**src/rtl/seq_divider_16x8_if.sv**
```systemverilog
// Start/busy/done handshake and result bus of the 16/8 sequential divider.
interface seq_divider_16x8_if;
  localparam int unsigned DVD_W = 16;
  localparam int unsigned DVS_W = 8;

  logic             start;
  logic [DVD_W-1:0] dividend;
  logic [DVS_W-1:0] divisor;
  logic             busy;
  logic             done;
  logic [DVD_W-1:0] quotient;
  logic [DVS_W-1:0] remainder;
  logic             q_ovf;
  logic             div_by_zero;

  // Requester side: issues operands, observes results.
  modport master (
    output start, dividend, divisor,
    input  busy, done, quotient, remainder, q_ovf, div_by_zero
  );

  // Divider side.
  modport slave (
    input  start, dividend, divisor,
    output busy, done, quotient, remainder, q_ovf, div_by_zero
  );
endinterface

```
**src/rtl/seq_divider_16x8.sv**
```systemverilog
// Radix-2 restoring divider, 16-bit dividend by 8-bit divisor, one quotient bit per clock.
module seq_divider_16x8 (
  input  logic                clk,
  input  logic                rst_n,
  seq_divider_16x8_if.slave   bus
);
  localparam int unsigned DVD_W  = 16;
  localparam int unsigned DVS_W  = 8;
  localparam int unsigned PREM_W = DVS_W + 1;
  localparam int unsigned CNT_W  = 4;

  typedef enum logic [1:0] {
    IDLE = 2'd0,
    CALC = 2'd1,
    DONE = 2'd2
  } state_t;

  state_t            state;
  logic [DVD_W-1:0]  dq;     // dividend shifting out the top, quotient shifting in at the bottom
  logic [DVS_W-1:0]  dvs;
  logic [PREM_W-1:0] prem;
  logic [CNT_W-1:0]  cnt;

  logic [PREM_W-1:0] trial_c;
  logic [PREM_W-1:0] prem_next_c;
  logic              qbit_c;
  logic [DVD_W-1:0]  dq_next_c;

  // One restoring step; prem[8] is always 0 here, so dropping it on the shift loses nothing.
  always_comb begin
    trial_c     = PREM_W'({prem, dq[DVD_W-1]});
    qbit_c      = (trial_c >= PREM_W'(dvs));
    prem_next_c = trial_c;
    if (qbit_c) begin
      prem_next_c = trial_c - PREM_W'(dvs);
    end
    dq_next_c   = {dq[DVD_W-2:0], qbit_c};
  end

  // Control FSM, working registers and registered result outputs.
  always_ff @(posedge clk or negedge rst_n) begin
    if (!rst_n) begin
      state           <= IDLE;
      dq              <= '0;
      dvs             <= '0;
      prem            <= '0;
      cnt             <= '0;
      bus.busy        <= 1'b0;
      bus.done        <= 1'b0;
      bus.quotient    <= '0;
      bus.remainder   <= '0;
      bus.q_ovf       <= 1'b0;
      bus.div_by_zero <= 1'b0;
    end else begin
      bus.done <= 1'b0;
      case (state)
        IDLE: begin
          if (bus.start) begin
            dq       <= bus.dividend;
            dvs      <= bus.divisor;
            prem     <= '0;
            cnt      <= '0;
            bus.busy <= 1'b1;
            if (bus.divisor == '0) begin
              // Divide by zero resolves immediately with saturated quotient.
              bus.quotient    <= '1;
              bus.remainder   <= '0;
              bus.q_ovf       <= 1'b1;
              bus.div_by_zero <= 1'b1;
              bus.done        <= 1'b1;
              state           <= DONE;
            end else begin
              state <= CALC;
            end
          end
        end
        CALC: begin
          prem <= prem_next_c;
          dq   <= dq_next_c;
          cnt  <= cnt + CNT_W'(1);
          if (cnt == CNT_W'(15)) begin
            bus.quotient    <= dq_next_c;
            bus.remainder   <= prem_next_c[DVS_W-1:0];
            bus.q_ovf       <= |dq_next_c[DVD_W-1:DVS_W];
            bus.div_by_zero <= 1'b0;
            bus.done        <= 1'b1;
            state           <= DONE;
          end
        end
        DONE: begin
          bus.busy <= 1'b0;
          state    <= IDLE;
        end
        default: begin
          bus.busy <= 1'b0;
          state    <= IDLE;
        end
      endcase
    end
  end
endmodule

```
**src/flat_wrapper.sv**
```systemverilog
// flat-port wrapper written by rule: the top's interface ports become plain ports
module seq_divider_16x8_flat 
  (clk, rst_n, bus_start, bus_dividend, bus_divisor, bus_busy, bus_done, bus_quotient, bus_remainder, bus_q_ovf, bus_div_by_zero);
  seq_divider_16x8_if bus_i ();
  input  logic clk;
  input  logic rst_n;
  input wire logic [$bits(bus_i.start)-1:0] bus_start;
  input wire logic [$bits(bus_i.dividend)-1:0] bus_dividend;
  input wire logic [$bits(bus_i.divisor)-1:0] bus_divisor;
  output wire logic [$bits(bus_i.busy)-1:0] bus_busy;
  output wire logic [$bits(bus_i.done)-1:0] bus_done;
  output wire logic [$bits(bus_i.quotient)-1:0] bus_quotient;
  output wire logic [$bits(bus_i.remainder)-1:0] bus_remainder;
  output wire logic [$bits(bus_i.q_ovf)-1:0] bus_q_ovf;
  output wire logic [$bits(bus_i.div_by_zero)-1:0] bus_div_by_zero;
  assign bus_i.start = bus_start;
  assign bus_i.dividend = bus_dividend;
  assign bus_i.divisor = bus_divisor;
  assign bus_busy = bus_i.busy;
  assign bus_done = bus_i.done;
  assign bus_quotient = bus_i.quotient;
  assign bus_remainder = bus_i.remainder;
  assign bus_q_ovf = bus_i.q_ovf;
  assign bus_div_by_zero = bus_i.div_by_zero;
  seq_divider_16x8 u_core (.clk(clk), .rst_n(rst_n), .bus(bus_i));
endmodule
```
**config.mk**
```make
export PLATFORM = sky130hd
export DESIGN_NAME = seq_divider_16x8_flat
export DESIGN_NICKNAME = d
export VERILOG_FILES = /design/src/rtl/seq_divider_16x8_if.sv /design/src/rtl/seq_divider_16x8.sv /design/src/flat_wrapper.sv
export SDC_FILE = /design/constraint.sdc
export NUM_CORES = 1
export LEC_CHECK = 0
export BUFFER_PORTS_ARGS = -buffer_cell sky130_fd_sc_hd__buf_2
export CORE_AREA = 3 3 90 92
export CTS_CLUSTER_SIZE = 16
export DETAILED_ROUTE_END_ITERATION = 10
export DIE_AREA = 0 0 93 95
export PLACE_DENSITY = 0.64
export SLEW_MARGIN = 40
export SYNTH_ARGS = -nofsm -noshare
export SYNTH_HDL_FRONTEND = slang
export SYNTH_SLANG_ARGS = --single-unit
```
**constraint.sdc**
```tcl
create_clock -name clk -period 3.9 [get_ports clk]
set_input_delay 0.585 -clock clk [delete_from_list [all_inputs] [get_ports clk]]
set_output_delay 0.585 -clock clk [all_outputs]
set_load 0.01 [all_outputs]
```
# Yosys cells after proc, flatten, opt, wreduce, memory -nomap -nowiden
# Cells that the tools add are included.
totals:
  register_bits: 66
  input_bits: 27
  out_inout_bits: 28
  elab_cells: 60
classes:
  n_addsub: 2
  n_lt_le_gt_ge: 1
  n_eq_ne: 5
  mux: 31
  bitwise: 1
  reduce_logical: 9
op_table:
  columns: ["cell", "count"]
  rows:
  - ["two-way mux 16 bit", 4]
  - ["case mux 16 bit (2 select lines)", 2]
  - ["two-way mux 8 bit", 5]
  - ["case mux 8 bit (2 select lines)", 2]
  - [">= comparator 9 x 8 -> 1 bit", 1]
  - ["logical NOT 8 bit", 1]
  - ["two-way mux 1 bit", 8]
  - ["case mux 1 bit (2 select lines)", 4]
  - ["case mux 4 bit (2 select lines)", 1]
  - ["AND reduction 2 bit", 4]
  - ["OR reduction 8 bit", 1]
  - ["subtractor 8 bit", 1]
  - ["two-way mux 2 bit", 3]
  - ["adder 4 x 1 -> 4 bit, second input constant", 1]
  - ["== test 4 bit, second input constant", 1]
  - ["two-way mux 4 bit", 1]
  - ["!= test 2 x 1 -> 1 bit, second input constant", 2]
  - ["case mux 2 bit (2 select lines)", 1]
  - ["AND reduction 4 bit", 1]
  - ["== test 2 x 1 -> 1 bit, second input constant", 1]
  - ["logical NOT 2 bit", 1]
  - ["!= test 2 bit, second input constant", 1]
  - ["nonzero test 2 bit", 1]
  - ["NOT 1 bit", 1]

# Logic depth before layout (Yosys ltp)
depth:
  depth_word: 4
  mapped_depth: 9
  mapped_depth_nobuf: 8

# Least setup slack after synthesis
# OpenSTA, ideal clock, no wires.
synth_path:
  path_type: "flip-flop to flip-flop"
  from: "reg u_core.prem[5]"
  to: "reg u_core.bus.remainder[2]"
  setup_ps: 132
  t_arrival_ps: 1735
  required_ps: 3768
  path_slack_ps: 2033
  path_stages_with_launch: 8
  n_path_buf: 1
  synth_period_minus_slack_ps: 1867
  path_cell_list: "dfrtp_1 ha_1 a21oi_1 o221ai_1 a21oi_2 buf_4 mux2i_1 o21ai_0"
synth_between:
  elab_chain_len: 4
synth_rtl:
  columns: ["item", "line_no", "source"]
  rows:
  - ["from (decl)", "seq_divider_16x8.sv:21", "logic [PREM_W-1:0] prem;"]
  - ["from (signal assigned)", "seq_divider_16x8.sv:78", "prem <= prem_next_c;"]
  - [">= comparator 9 x 8 -> 1 bit", "seq_divider_16x8.sv:32", "qbit_c = (trial_c >= PREM_W'(dvs));"]
  - ["two-way mux 8 bit", "seq_divider_16x8.sv:34", "if (qbit_c) begin"]
  - ["two-way mux 8 bit", "seq_divider_16x8.sv:81", "if (cnt == CNT_W'(15)) begin"]
  - ["case mux 8 bit (2 select lines)", "seq_divider_16x8.sv:56", "case (state)"]
  - ["to (signal assigned)", "seq_divider_16x8.sv:83", "bus.remainder <= prem_next_c[DVS_W-1:0];"]
  - ["to (decl)", "seq_divider_16x8_if.sv:25", "output busy, done, quotient, remainder, q_ovf, div_by_zero"]
# Every way passes these cells. The select of a mux whose other input is x is not followed.
# A chain may end at the register's enable or synchronous reset.

# Worst setup path in the final report
layout_path:
  from: "reg u_core.prem[5]"
  to: "reg u_core.prem[1]"
layout_between:
  elab_chain_len: 3
layout_rtl:
  columns: ["item", "line_no"]
  rows:
  - [">= comparator 9 x 8 -> 1 bit", "seq_divider_16x8.sv:32"]
  - ["two-way mux 8 bit", "seq_divider_16x8.sv:34"]
  - ["case mux 8 bit (2 select lines)", "seq_divider_16x8.sv:56"]
# Every way passes these cells.

==> results.cfg <==
[timing]
slew_headroom = 0.530
finClkSkew_ns = 0.0101
setup_viol = 0
clock.fmax_ghz = 0.405
rsz0062_at_grt = no
min_period_ns = 2.47
hold_viol = 0
period_share = 0.633
worst_pin_slew_ns = 0.703
fin_tns_setup_ns = 0
slew_violations = 0

[synthesis]
synth_top_area_cell = dfrtp_1
synth_top_area_share = 0.511
syn-cell-area_sq_um = 3230
ys_async_sr_fraction = 1.00
synth_top_family_by_area = simple AND/OR/NAND/NOR gates
syn_nets = 372
synth-simple-area-share = 0.192
synth-seq-cells = 66
synth_xor_area_frac = 0.00542
synth_area_per_cell_sq_um = 9.64
synth_compound_area_frac = 0.182
synthTopCellsByArea = dfrtp_1 51%, nand2_1 6.4%, o21ai_0 4.0%, a21oi_2 3.8%, a31oi_1 3.5%
ys.flop_type = dfrtp_1
synth.distinct_cells = 48
ys_seq_area_frac = 0.511
netlist_instances = 335
yosysWarnings = 0
synth_edf_count = 0
synthMuxAreaShare = 0.0163
synthAdderAreaFrac = 0.0411

[worst_setup_path]
r2r-start = u_core.prem[5]
reg2reg_depth = 6
startpoint = u_core.prem[5]
worstSetupPathType = flip-flop to flip-flop
crit_slowest_cell = a21oi_4
r2r-end = u_core.prem[1]
arrival_ns = 2.73
cp_max_fo = 21
cp.required_ns = 4.17
start_kind = flip-flop
path_cells = ha_1 -> a21oi_1 -> o221ai_1 -> a21oi_4 -> mux2_2 -> o21ai_0
max_stage_delay_ns = 0.52
end_kind = flip-flop
endpoint = u_core.prem[1]
rrSetupSlack_ns = 1.43

[die]
core-area_sq_um = 7290
die_h_um = 95
fp.dieW_um = 93
io_pins = 55
die_area_sq_um = 8840
start_util = 0.443
rows = 31

[clock_network]
cts.repair.resized = 0
htreeDepth = 3
cts_root_buf = clkbuf_8
clockBufferDepth = 2
cts_buffers = 9
clkSinkCount = 66
ctsHoldBuffers = 0
path_clk_slew_ns = 0.08
postCtsSetupBuffers = 0
clkLatencyLatePin_ns = 0.36
cts_tree = built

[pwr]
power_density_nw_per_um2 = 908
leakagePower_nw = 1.65
finalPower_mw = 3.43
ir_worst_vdd_mv = 0.501

[global_routing]
grt_pass1_wl_um = 11900
grtUsageTotal = 0.174
grt_pass1_vias = 2449
gr-total-overflow = 0
antenna_found_initial = 0
grt_max_degree = 52

[layout]
layout-drive-gt1-share = 0.287
layout.nets = 422
regArea_sq_um = 1650
antennaDiodeCount = 0
fillers = 721
multi_input_area_sq_um = 1420
syn2layout_area_growth_pct = 16.8

[routing]
dr.pass1.iters = 5
wl_um = 7120
initialDrtViolationCount = 129
vias_per_cell = 5.31
vias = 2599
antenna_left = 0
route.detailed.drc = 0
wl_per_cell_um = 14.6

[flow_run]
cap_violations = 0

[placed_design]
gp_congestion = 0.794
io_buffer_count = 54
place_hpwl_um = 4750

[hold_path]
hp-class = input pin to asynchronous set/reset pin

[status]
status = completed
[placed cells by master, fill, tap and decap left out, types with 4 or more instances in the layout]
| cell type | n |
|---|---|
| nor2b_1 | 5 |
| buf_4 | 4 |
| a31oi_1 | 18 |
| nand3_1 | 16 |
| nor2_1 | 26 |
| nor2_2 | 14 |
| a21oi_2 | 13 |
| clkbuf_8 | 9 |
| ha_1 | 9 |
| a21oi_1 | 9 |
| dfrtp_1 | 66 |
| inv_1 | 13 |
| nand2_1 | 54 |
| o21ai_0 | 26 |
| o31ai_1 | 4 |
| buf_2 | 53 |
[logic make-up (layout without fill, tap and decap cells)]
family,after synthesis,in the layout
muxes,5,5
AOI/OAI and AO/OA,88,88
DFF,66,66
and+or+nand+nor,132,132
xor gates and xnor gates,2,2
adders and majority gates,10,10
buffers and inverters,32,87
[layer usage]
layer	global-route usage	part of all wire	vias up
li1	-	-	1266
met1	0.236	0.47	1256
met2	0.262	0.46	67
met3	0.0486	0.054	10
met4	0.0781	0.016	0
met5	0	0	-
[power breakdown]
group	internal (mW)	switching (mW)
sequential	0.972	0.178
clock	0.365	0.294
combinational	0.650	0.966
[area by class of cell]
class | count | area share
inverter | 14 | 0.0153
sequential | 66 | 0.438
tap | 99 | 0.0328
clock buffer | 9 | 0.0328
timing repair buffer | 57 | 0.0783
clock inverter | 7 | 0.0269
multi-input combinational | 237 | 0.376
[cell usage after synthesis, types with 3 or more instances]
library cell	count
nor2_2	14
clkbuf_1	9
o31ai_1	4
nor3_1	3
a21oi_1	9
nand3_1	16
inv_1	13
ha_1	9
nor2b_1	5
a32oi_1	3
buf_1	3
o21ai_0	26
dfrtp_1	66
nor2_1	26
a21oi_2	14
a31oi_1	18
nand2_1	55
mux2i_1	3
[per-stage QoR]
step	worst slack [ns]	cell area (sq um)	instances	util	hold WS [ns]
2_1_floorplan	2.03	3230	335	-	0.289
3_3_place_gp	1.40	3530	473	0.485	0.466
3_5_place_dp	1.48	3550	473	0.486	0.470
4_1_cts	1.45	3770	489	0.517	0.250
5_1_grt	1.23	3770	489	0.517	0.278
6_report	1.43	3770	489	0.517	0.235
[state kept, by name, indices dropped and copies added, names as in the netlist, 2 cells and up]
signal                flops
u_core.cnt                4
u_core.dq                16
u_core.state              2
u_core.bus.quotient      16
u_core.prem               8
u_core.bus.remainder      8
u_core.dvs                8
[how the worst min path moves through the flow]
stage	start	to
after CTS	rst_n	u_core.bus.quotient[6]
final	rst_n	u_core.bus.quotient[6]
after global placement	u_core.bus.remainder[0]	u_core.bus.remainder[0]
after floorplan	rst_n	u_core.bus.busy
after detailed placement	u_core.bus.remainder[2]	u_core.bus.remainder[2]
after global routing	rst_n	u_core.bus.quotient[6]
[critical path, delay by kind of cell (launching register included)]
family,cells,cell delay [ns]
flops,1,0.42
compound gates,4,1.18
mux,1,0.42
fa+ha+maj,1,0.37
Power figures use the tool's default switching activity.
